[config.mk]
export PLATFORM = sky130hd
export DESIGN_NAME = rx_idle_monitor
export DESIGN_NICKNAME = d
export VERILOG_FILES = /design/src/rtl/rx_idle_monitor.sv
export SDC_FILE = /design/constraint.sdc
export NUM_CORES = 1
export LEC_CHECK = 0
export ABC_AREA = 1
export BUFFER_PORTS_ARGS = -buffer_cell sky130_fd_sc_hd__clkbuf_2
export CORE_MARGIN = 5
export CORE_UTILIZATION = 30
export DETAILED_ROUTE_END_ITERATION = 16
export HOLD_SLACK_MARGIN = 0.02
export MAX_ROUTING_LAYER = met4
export PLACE_DENSITY_LB_ADDON = 0.05
export SYNTH_ARGS = -nofsm -noshare
export SYNTH_HDL_FRONTEND = slang
export SYNTH_SLANG_ARGS = --single-unit
[constraint.sdc]
create_clock -name clk -period 2 [get_ports clk]
set_input_delay 0.1 -clock clk [delete_from_list [all_inputs] [get_ports clk]]
set_output_delay 0.1 -clock clk [all_outputs]
set_load 0.01 [all_outputs]
[src/rtl/rx_idle_monitor.sv]
// rtl/rx_idle_monitor.sv - receive-side idle ordered-set checker and lane-alignment FSM
//
// Purpose: classifies decoded 8B/10B symbols as idle /K/ (K28.5), /A/ (K28.3),
// /R/ (K28.0), data or illegal; runs the HUNT/VERIFY/ALIGNED alignment FSM;
// checks "/K/ first after data" and /A/ spacing; counts errors per window and
// drops the lane at the error limit. User data is only flagged while aligned.
//
// Ports:
//   clk          rising-edge clock
//   rst_n        synchronous active-low reset
//   rx_valid     symbol strobe from the decoder
//   rx_char      decoded character
//   rx_is_k      character is a K code
//   rx_code_err  disparity/code violation on this symbol
//   lane_up      lane aligned
//   data_out     last sampled character (registered)
//   data_valid   data_out holds a user data symbol
//   got_K/A/R    one-cycle pulse per classified idle symbol
//   err          one-cycle pulse on any detected error (not in HUNT)
//   err_count    (RX_IDLE_STATS_EN only) saturating total of err pulses
//
// Build option: define RX_IDLE_STATS_EN to add the err_count output.
module rx_idle_monitor #(
  parameter int VERIFY_CNT = 8,
  parameter int A_MIN_GAP  = 17,
  parameter int A_MAX_GAP  = 32,
  parameter int ERR_LIMIT  = 4,
  parameter int ERR_WINDOW = 64
) (
  input  logic        clk,
  input  logic        rst_n,
  input  logic        rx_valid,
  input  logic [7:0]  rx_char,
  input  logic        rx_is_k,
  input  logic        rx_code_err,
  output logic        lane_up,
  output logic [7:0]  data_out,
  output logic        data_valid,
  output logic        got_K,
  output logic        got_A,
  output logic        got_R,
  output logic        err
`ifdef RX_IDLE_STATS_EN
  ,
  output logic [15:0] err_count
`endif
);

  localparam int GAP_SAT = 63;
  localparam int VW = $clog2(VERIFY_CNT + 1);
  localparam int GW = $clog2(GAP_SAT + 1);
  localparam int WW = $clog2(ERR_WINDOW + 1);
  localparam int EW = $clog2(ERR_LIMIT + 1);

  localparam logic [7:0]    CHAR_K        = 8'hBC;
  localparam logic [7:0]    CHAR_A        = 8'h7C;
  localparam logic [7:0]    CHAR_R        = 8'h1C;
  localparam logic [VW-1:0] VERIFY_TARGET = VW'(VERIFY_CNT);
  localparam logic [GW:0]   MIN_GAP_L     = (GW+1)'(A_MIN_GAP);
  localparam logic [GW-1:0] MAX_GAP_L     = GW'(A_MAX_GAP);
  localparam logic [GW-1:0] GAP_SAT_L     = GW'(GAP_SAT);
  localparam logic [WW-1:0] WINDOW_L      = WW'(ERR_WINDOW);
  localparam logic [EW-1:0] LIMIT_L       = EW'(ERR_LIMIT);

  typedef enum logic [1:0] {
    HUNT    = 2'd0,
    VERIFY  = 2'd1,
    ALIGNED = 2'd2
  } state_t;

  state_t        state_q, state_d;
  logic [VW-1:0] vcnt_q, vcnt_d;
  logic [GW-1:0] gap_q, gap_d;
  logic          armed_q, armed_d;
  logic          need_k_q, need_k_d;
  logic [WW-1:0] win_q, win_d;
  logic [EW-1:0] ecnt_q, ecnt_d;

  logic          err_d, data_valid_d, got_k_d, got_a_d, got_r_d;
  logic [7:0]    data_out_d;
  logic          go_hunt;

  // Symbol classification; a code error overrides everything else.
  logic sym_k, sym_a, sym_r, sym_idle, sym_data, sym_bad;
  assign sym_k    = rx_is_k && !rx_code_err && (rx_char == CHAR_K);
  assign sym_a    = rx_is_k && !rx_code_err && (rx_char == CHAR_A);
  assign sym_r    = rx_is_k && !rx_code_err && (rx_char == CHAR_R);
  assign sym_idle = sym_k || sym_a || sym_r;
  assign sym_data = !rx_is_k && !rx_code_err;
  assign sym_bad  = !sym_idle && !sym_data;

  // gap_q counts symbols since the last /A/, so gap_q+1 is the distance from it.
  logic [GW:0] gap_dist;
  assign gap_dist = {1'b0, gap_q} + (GW+1)'(1);

  logic seq_err, amin_err, amax_err, rule_err;
  assign seq_err  = need_k_q && sym_idle && !sym_k;
  assign amin_err = sym_a && armed_q && (gap_dist < MIN_GAP_L);
  // Fires only on the symbol where the distance first exceeds the maximum;
  // the counter then moves past MAX_GAP_L (and saturates above it).
  assign amax_err = !sym_a && !sym_data && armed_q && (gap_q == MAX_GAP_L);
  assign rule_err = seq_err || amin_err || amax_err;

  logic [VW-1:0] vcnt_inc;
  logic [WW-1:0] win_inc;
  assign vcnt_inc = vcnt_q + VW'(1);
  assign win_inc  = win_q + WW'(1);

  always_comb begin
    state_d      = state_q;
    vcnt_d       = vcnt_q;
    gap_d        = gap_q;
    armed_d      = armed_q;
    need_k_d     = need_k_q;
    win_d        = win_q;
    ecnt_d       = ecnt_q;
    err_d        = 1'b0;
    data_valid_d = 1'b0;
    got_k_d      = 1'b0;
    got_a_d      = 1'b0;
    got_r_d      = 1'b0;
    data_out_d   = data_out;
    go_hunt      = 1'b0;

    if (rx_valid) begin
      got_k_d      = sym_k;
      got_a_d      = sym_a;
      got_r_d      = sym_r;
      data_out_d   = rx_char;
      err_d        = (state_q != HUNT) && (sym_bad || rule_err);
      data_valid_d = sym_data && (state_q == ALIGNED);

      // Idle-run tracking: data ends a run, disarms the /A/ check and
      // demands /K/ as the next idle symbol.
      if (sym_a) begin
        gap_d = '0;
      end else if (gap_q != GAP_SAT_L) begin
        gap_d = gap_q + GW'(1);
      end
      if (sym_data) begin
        armed_d  = 1'b0;
        need_k_d = 1'b1;
      end else if (sym_idle) begin
        need_k_d = 1'b0;
        if (sym_a) begin
          armed_d = 1'b1;
        end
      end

      case (state_q)
        HUNT: begin
          gap_d    = '0;
          armed_d  = 1'b0;
          need_k_d = 1'b0;
          if (sym_k) begin
            state_d = VERIFY;
            vcnt_d  = VW'(1);
          end
        end
        VERIFY: begin
          if (sym_idle && !rule_err) begin
            if (vcnt_inc == VERIFY_TARGET) begin
              state_d = ALIGNED;
              vcnt_d  = '0;
            end else begin
              vcnt_d = vcnt_inc;
            end
          end else begin
            go_hunt = 1'b1;
          end
        end
        ALIGNED: begin
          if (win_inc == WINDOW_L) begin
            // An error on the wrapping symbol belongs to the new window.
            win_d  = '0;
            ecnt_d = err_d ? EW'(1) : '0;
          end else begin
            win_d = win_inc;
            if (err_d && (ecnt_q != LIMIT_L)) begin
              ecnt_d = ecnt_q + EW'(1);
            end
          end
          if (ecnt_d == LIMIT_L) begin
            go_hunt = 1'b1;
          end
        end
        default: go_hunt = 1'b1;
      endcase

      if (go_hunt) begin
        state_d  = HUNT;
        vcnt_d   = '0;
        gap_d    = '0;
        armed_d  = 1'b0;
        need_k_d = 1'b0;
        win_d    = '0;
        ecnt_d   = '0;
      end
    end
  end

  always_ff @(posedge clk) begin
    if (!rst_n) begin
      state_q <= HUNT;
    end else begin
      state_q <= state_d;
    end
  end

  always_ff @(posedge clk) begin
    if (!rst_n) begin
      vcnt_q     <= '0;
      gap_q      <= '0;
      armed_q    <= 1'b0;
      need_k_q   <= 1'b0;
      win_q      <= '0;
      ecnt_q     <= '0;
      lane_up    <= 1'b0;
      data_out   <= 8'h00;
      data_valid <= 1'b0;
      got_K      <= 1'b0;
      got_A      <= 1'b0;
      got_R      <= 1'b0;
      err        <= 1'b0;
    end else begin
      vcnt_q     <= vcnt_d;
      gap_q      <= gap_d;
      armed_q    <= armed_d;
      need_k_q   <= need_k_d;
      win_q      <= win_d;
      ecnt_q     <= ecnt_d;
      lane_up    <= (state_d == ALIGNED);
      data_out   <= data_out_d;
      data_valid <= data_valid_d;
      got_K      <= got_k_d;
      got_A      <= got_a_d;
      got_R      <= got_r_d;
      err        <= err_d;
    end
  end

`ifdef RX_IDLE_STATS_EN
  always_ff @(posedge clk) begin
    if (!rst_n) begin
      err_count <= '0;
    end else if (err_d && (err_count != 16'hFFFF)) begin
      err_count <= err_count + 16'd1;
    end
  end
`endif

endmodule

==> flow_summary.yaml, run 1 <==
layout:
  multi_input_area_sq_mm: 0.001549
  nets: 462
  fillers: 870
  drive_gt1_frac: 0.3409
  layout.cells.non_filler: 545
  num_antenna_cells: 0
  area_growth_pct: 37.73
  seqCellArea_sq_um: 772.0
min_path:
  worstHoldPathType: "in2reg"
  whs_endpoint: "data_out[0]"
  hold_depth: 3
  hold_start: "rx_char[0]"
place:
  globalplace.congestion: 0.7602
  dp_cells: 530
  dp_hpwl_mm: 4.797
  port_buffers: 26
  post-place-ws_ns: -0.3040
clock_tree:
  clockBufferDepth: 2
  clock-sinks: 38
  numCtsBuffers: 5
  insertion_delay_ns: 0.29
  path_clk_slew_ns: 0.08
  htreeDepth: 2
  root_buffer: "clkbuf_8"
  cts_tree: "done"
  cts_hold_buf: 0
yosys:
  avgSynthCellArea_sq_um: 6.595
  ys_seq_elements: 38
  ys_warn_count: 0
  ys_seq_area_frac: 0.3160
  syn_area_sq_mm: 0.002407
  ys_types: 35
  synth_fp_nets: 385
  syn_inst: 365
drt:
  finalWirelength_mm: 6.386
  via_per_inst: 4.442
  vias: 2421
  drc_errors: 0
  ant_nets: 0
  drtIter0Drc: 71
  first_pass_iters: 4
  post_drt_wl_per_cell_um: 11.72
floorplanning:
  start_util: 0.3099
  die_w_um: 99.58
  core-area_sq_mm: 0.007767
  rows: 32
  die_h_um: 99.58
  io_pins: 27
  die_area_sq_mm: 0.009916
run_status:
  outcome: "complete, but fails checks"
  failed_checks: "setup timing"
critical_path:
  criticalPathCategory: "reg2reg"
  crit_path_start_kind: "flop"
  worstReg2RegStart: "gap_q[0]"
  r2r_end: "gap_q[0]"
  critPathCaptureType: "flop"
  ff2ff_path_depth: 20
  crit_required_ns: 2.19
  reg2reg_slack_ns: -0.29
  cp_max_fo: 11
  arrival_ns: 2.48
timing:
  whs_ns: 0.05441
  timing.fmax_mhz: 436.8
  slew_violations: 0
  min_period_ns: 2.289
  rsz0062_at_grt: "yes"
  fin_crit_sh: 1.145
  tns_ns: -6.402
  clock_skew_ns: 0.005331
  fin_ws_ns: -0.2892
  tightest_slew_ns: 0.4652
  hold_viol_final: 0
  slew-limit-headroom: 0.6899
  finalSetupViolations: 25
power_and_ir_drop:
  ir_drop_mv: 0.2288
  power_density_mw_per_mm2: 461.4
  leakagePower_nw: 1.603
  power_mw: 1.530
grt:
  met1_usage: 0.1960
  grt_first_pass_wirelength_mm: 11.01
  global_route.overflow_total: 0
  grt_pass1_vias: 2301
  busiest_layer: "met2"
  grt.total_usage: 0.1391
  met2_usage: 0.2066
  grt_antenna_before_repair: 0
  use_met3: 0.02525
  grt_max_degree: 26
job:
  maxCapViolCount: 0
==> how the worst max path moves through the flow <==
stage | start | endpoint | slack [ns]
final | gap_q[0] | gap_q[0] | -0.29
after global routing | win_q[2] | win_q[6] | -0.46
after CTS | gap_q[0] | win_q[4] | -0.30
after detailed placement | gap_q[1] | win_q[2] | -0.30
after global placement | gap_q[1] | win_q[2] | -0.31
after floorplan | win_q[0] | gap_q[1] | -0.09
==> per-layer routing <==
| layer | up-vias | part of all wire |
|---|---|---|
| met3 | 6 | 0.033 |
| li1 | 1303 | - |
| met1 | 1083 | 0.51 |
| met4 | 0 | 0.0083 |
| met5 | - | 0 |
| met2 | 29 | 0.45 |
==> cells in the mapped netlist, drive strengths merged <==
| cell type | instances | area share |
|---|---|---|
| nand2 | 83 | 0.14 |
| nor2 | 71 | 0.12 |
| inv | 56 | 0.087 |
| dfxtp | 38 | 0.32 |
| nand3 | 33 | 0.099 |
| a21oi | 19 | 0.050 |
| o21ai | 16 | 0.033 |
| nand4 | 11 | 0.031 |
| nor3 | 9 | 0.019 |
| ha | 7 | 0.036 |
| buf | 5 | 0.016 |
| clkbuf | 4 | 0.0062 |
| xor2 | 4 | 0.015 |
| xnor2 | 3 | 0.014 |
| clkinv | 2 | 0.0052 |
| a21boi | 1 | 0.0031 |
| a22oi | 1 | 0.0031 |
| nand3b | 1 | 0.0031 |
| nor4 | 1 | 0.0026 |
==> logic make-up after synthesis <==
| group | Yosys count | share of synthesized area |
|---|---|---|
| and+or+nand+nor | 209 | 0.4142 |
| AOI/OAI and AO/OA | 37 | 0.08992 |
| buffers and inverters | 67 | 0.1149 |
| xor gates and xnor gates | 7 | 0.02859 |
| DFF | 38 | 0.3160 |
| adders and majority gates | 7 | 0.03638 |
==> repair_timing <==
action                                  4_1_cts  5_1_grt
setup buffers                                 3        3
endpoints found under the setup margin       25       25
gates cloned                                  1        0
pin swaps                                    20       13
endpoints found under the hold margin         0        0
gates resized for setup                      21       19
==> report_power, final <==
group	switching (mW)	leakage [nW]	internal (mW)
clock	0.289	0.0515	0.278
combinational	0.0987	1.24	0.0751
sequential	0.0160	0.312	0.773
total	0.403	1.60	1.13
==> critical path: stages, from the launching register on <==
cell and delay [ns]:
dfxtp_4 0.39, inv_4 0.04, ha_4 0.23, inv_2 0.05
nand2_1 0.05, nor2_1 0.09, nand2_1 0.06, nand2_1 0.08
nand3_2 0.12, nand3_4 0.11, buf_4 0.12, nand4_1 0.13
nand3_4 0.13, nand2_2 0.06, nor2_2 0.10, nor2_2 0.06
buf_12 0.14, nand2_1 0.06, nand3_1 0.07, nand2_1 0.08
nor2_1 0.04
==> sequential cells by signal, summed over array words and instances (netlist names) <==
| name | cells |
|---|---|
| data_out | 8 |
| win_q | 7 |
| gap_q | 6 |
| vcnt_q | 4 |
| ecnt_q | 3 |
| state_q | 2 |
| armed_q | 1 |
| data_valid | 1 |
| err | 1 |
| got_A | 1 |
| got_K | 1 |
| got_R | 1 |
| lane_up | 1 |
| need_k_q | 1 |
==> cells in the final DEF (no fill, tap or decap), types with 5 or more instances in the layout <==
cell,n
buf_4,49
dfxtp_1,33
clkbuf_2,26
nand2_2,11
nor2_2,7
nand3_4,6
nand3_2,5
nand3_1,22
nand4_1,10
inv_1,48
inv_2,7
nor3_1,9
a21oi_1,13
o21ai_0,11
nor2_1,61
nand2_1,70
clkbuf_8,6
==> metrics by stage <==
step	instance area (sq um)	util
global route	3316	0.4269
global placement	3004	0.3868
floorplan	2442	-
CTS	3224	0.4151
finish	3316	0.4269
detailed placement	3004	0.3868
==> cell type report <==
type | count | share of cell area
repair buffers | 78 | 0.1630
clock inverters | 2 | 0.003396
flip-flops and latches | 38 | 0.2328
well taps | 102 | 0.03849
inverters | 58 | 0.07019
multi-input cells | 261 | 0.4672
clock buffers | 6 | 0.02491
Note: power is estimated with default switching activity, not from simulation.
==> run 2: changes to the inputs <==
==> constraint.sdc (replaced) <==
create_clock -name clk -period 3 [get_ports clk]
set_input_delay 0.15 -clock clk [delete_from_list [all_inputs] [get_ports clk]]
set_output_delay 0.15 -clock clk [all_outputs]
set_load 0.01 [all_outputs]
==> flow_summary.yaml, run 2 (synthesis gave the netlist of run 1 again) <==
run_status:
  outcome: "complete, no violations"
timing:
  finalSetupViolations: 0
  rsz0062_at_grt: "no"
  slew-limit-headroom: 0.5539
  clock_skew_ns: 0.01096
  tns_ns: 0
  timing.fmax_mhz: 396.0
  slew_violations: 0
  fin_crit_sh: 0.8417
  tightest_slew_ns: 0.6667
  min_period_ns: 2.525
  hold_viol_final: 0
critical_path:
  r2r_end: "vcnt_q[1]"
  critical_path.max_stage_delay_ns: 0.46
  worstReg2RegStart: "gap_q[0]"
  arrival_ns: 2.76
  crit_path_start_kind: "flop"
  cp_max_fo: 12
  criticalPathCategory: "reg2reg"
  reg2reg_slack_ns: 0.47
  critPathBufInv: 2
  crit_slowest_cell: "dfxtp_1"
  crit_chain: "inv_1, ha_1, inv_1, nand2_1, nor2_1, nand2_1, nand2_1, nand3_2, nand3_4, nand4_1, a21oi_4, nand3_4, nand2_4, nand2_2, nand3_1, nand2_1, nor2_1"
  crit_required_ns: 3.23
  cpMostUsedCell: "nand2_1"
  path_delay_family: "simple AND/OR/NAND/NOR gates"
  ff2ff_path_depth: 17
  critPathCaptureType: "flop"
min_path:
  whs_endpoint: "data_out[1]"
  worstHoldPathType: "in2reg"
  hold_depth: 3
  hold_start: "rx_char[1]"
layout:
  largest-register: "data_out"
  nets: 410
  area_growth_pct: 15.07
  largest_reg_flops: 8
  fin_area_sq_mm: 0.002770
  drive_gt1_frac: 0.1662
  reg.largest.list: "data_out x8, win_q x7, gap_q x6"
  final_common_cell: "nand2_1"
  layout_common_cells: "78 x nand2_1, 65 x nor2_1, 54 x inv_1"
  num_antenna_cells: 0
  fillers: 859
grt:
  grt_first_pass_wirelength_mm: 9.956
  global_route.overflow_total: 0
  grt_antenna_before_repair: 0
  grt_pass1_vias: 2063
  grt.total_usage: 0.1262
  grt_max_degree: 28
drt:
  via_per_inst: 4.448
  drc_errors: 0
  finalWirelength_mm: 5.774
  first_pass_iters: 4
  post_drt_wl_per_cell_um: 11.71
  drtIter0Drc: 80
  ant_nets: 0
  vias: 2193
clock_tree:
  numCtsBuffers: 5
  clock-sinks: 38
  htreeDepth: 2
  insertion_delay_ns: 0.29
  path_clk_slew_ns: 0.08
  root_buffer: "clkbuf_8"
  clockBufferDepth: 2
  cts_tree: "done"
  postCtsSetupBuffers: 0
floorplanning:
  io_pins: 27
  rows: 32
  die_w_um: 99.58
  start_util: 0.3099
  die_h_um: 99.58
  die_area_sq_mm: 0.009916
  core-area_sq_mm: 0.007767
power_and_ir_drop:
  power_mw: 1.157
  ir_drop_mv: 0.1506
  power_density_mw_per_mm2: 417.5
  leakagePower_nw: 1.352
place:
  dp_hpwl_mm: 4.344
  port_buffers: 26
  placed_cell_area_sq_mm: 0.002619
  globalplace.congestion: 0.8019
job:
  maxCapViolCount: 0
## run 2: cell count changes in the layout (fill, tap and decap cells not counted), sizes merged
cell,change
clkinv,-1
bufinv,+2
buf,-51
nand2,-1
inv,-1
## run 2: final cells by class
cell class / count / area [sq um] / area share
timing repair buffer: 27 / 137.6 / 0.04968
inverter: 58 / 222.7 / 0.08040
clock inverter: 2 / 60.06 / 0.02168
multi-input combinational: 260 / 1379 / 0.4977
sequential: 38 / 760.7 / 0.2746
clock buffer: 6 / 82.58 / 0.02981
tap: 102 / 127.6 / 0.04607
## run 2: worst max path at each step
| stage | startpoint | end | cells after the start |
|---|---|---|---|
| CTS | gap_q[0] | gap_q[1] | 19 |
| floorplan | gap_q[0] | win_q[4] | 17 |
| finish | gap_q[0] | vcnt_q[1] | 17 |
| global route | gap_q[0] | gap_q[1] | 19 |
| detailed placement | gap_q[0] | gap_q[1] | 19 |
| global placement | gap_q[0] | gap_q[1] | 19 |
## run 2: per-layer routing
| layer | routed length (um) | up-vias | share of wire | track usage |
|---|---|---|---|---|
| met5 | 0 | - | 0 | - |
| met4 | 59 | 0 | 0.010 | 0.02836 |
| met3 | 183 | 5 | 0.032 | 0.02595 |
| met2 | 2525 | 23 | 0.44 | 0.1911 |
| met1 | 3005 | 968 | 0.52 | 0.1731 |
| li1 | - | 1197 | - | - |
## run 2: stage by stage
stage          std cells  hold slack [ns]    util  setup WS (ns)
2_1_floorplan        365           0.2849       -         0.7671
3_3_place_gp         485           0.3953  0.3371         0.3920
3_5_place_dp         485           0.4027  0.3371         0.3975
4_1_cts              493          0.08565  0.3555         0.3573
5_1_grt              493          0.09721  0.3566         0.1053
6_report             493           0.1039  0.3566         0.4749
## run 2: power by group
| part | leakage (nW) | total (mW) | internal [mW] | switching (mW) |
|---|---|---|---|---|
| clock | 0.0714 | 0.541 | 0.355 | 0.186 |
| combinational | 0.972 | 0.0895 | 0.0314 | 0.0581 |
| sequential | 0.309 | 0.526 | 0.516 | 0.0103 |
## run 2: worst reg2reg max path: stages, from the launching register on
cell	delay, ns
dfxtp_1	0.46
inv_1	0.07
ha_1	0.29
inv_1	0.07
nand2_1	0.05
nor2_1	0.10
nand2_1	0.06
nand2_1	0.08
nand3_2	0.11
nand3_4	0.11
nand4_1	0.18
a21oi_4	0.23
nand3_4	0.12
nand2_4	0.17
nand2_2	0.11
nand3_1	0.10
nand2_1	0.06
nor2_1	0.10
## run 2: repair_timing
action	in CTS	in global routing
gates resized for setup	0	2
hold buffers	0	0
endpoints found under the setup margin	0	3
hold endpoints to repair	0	0
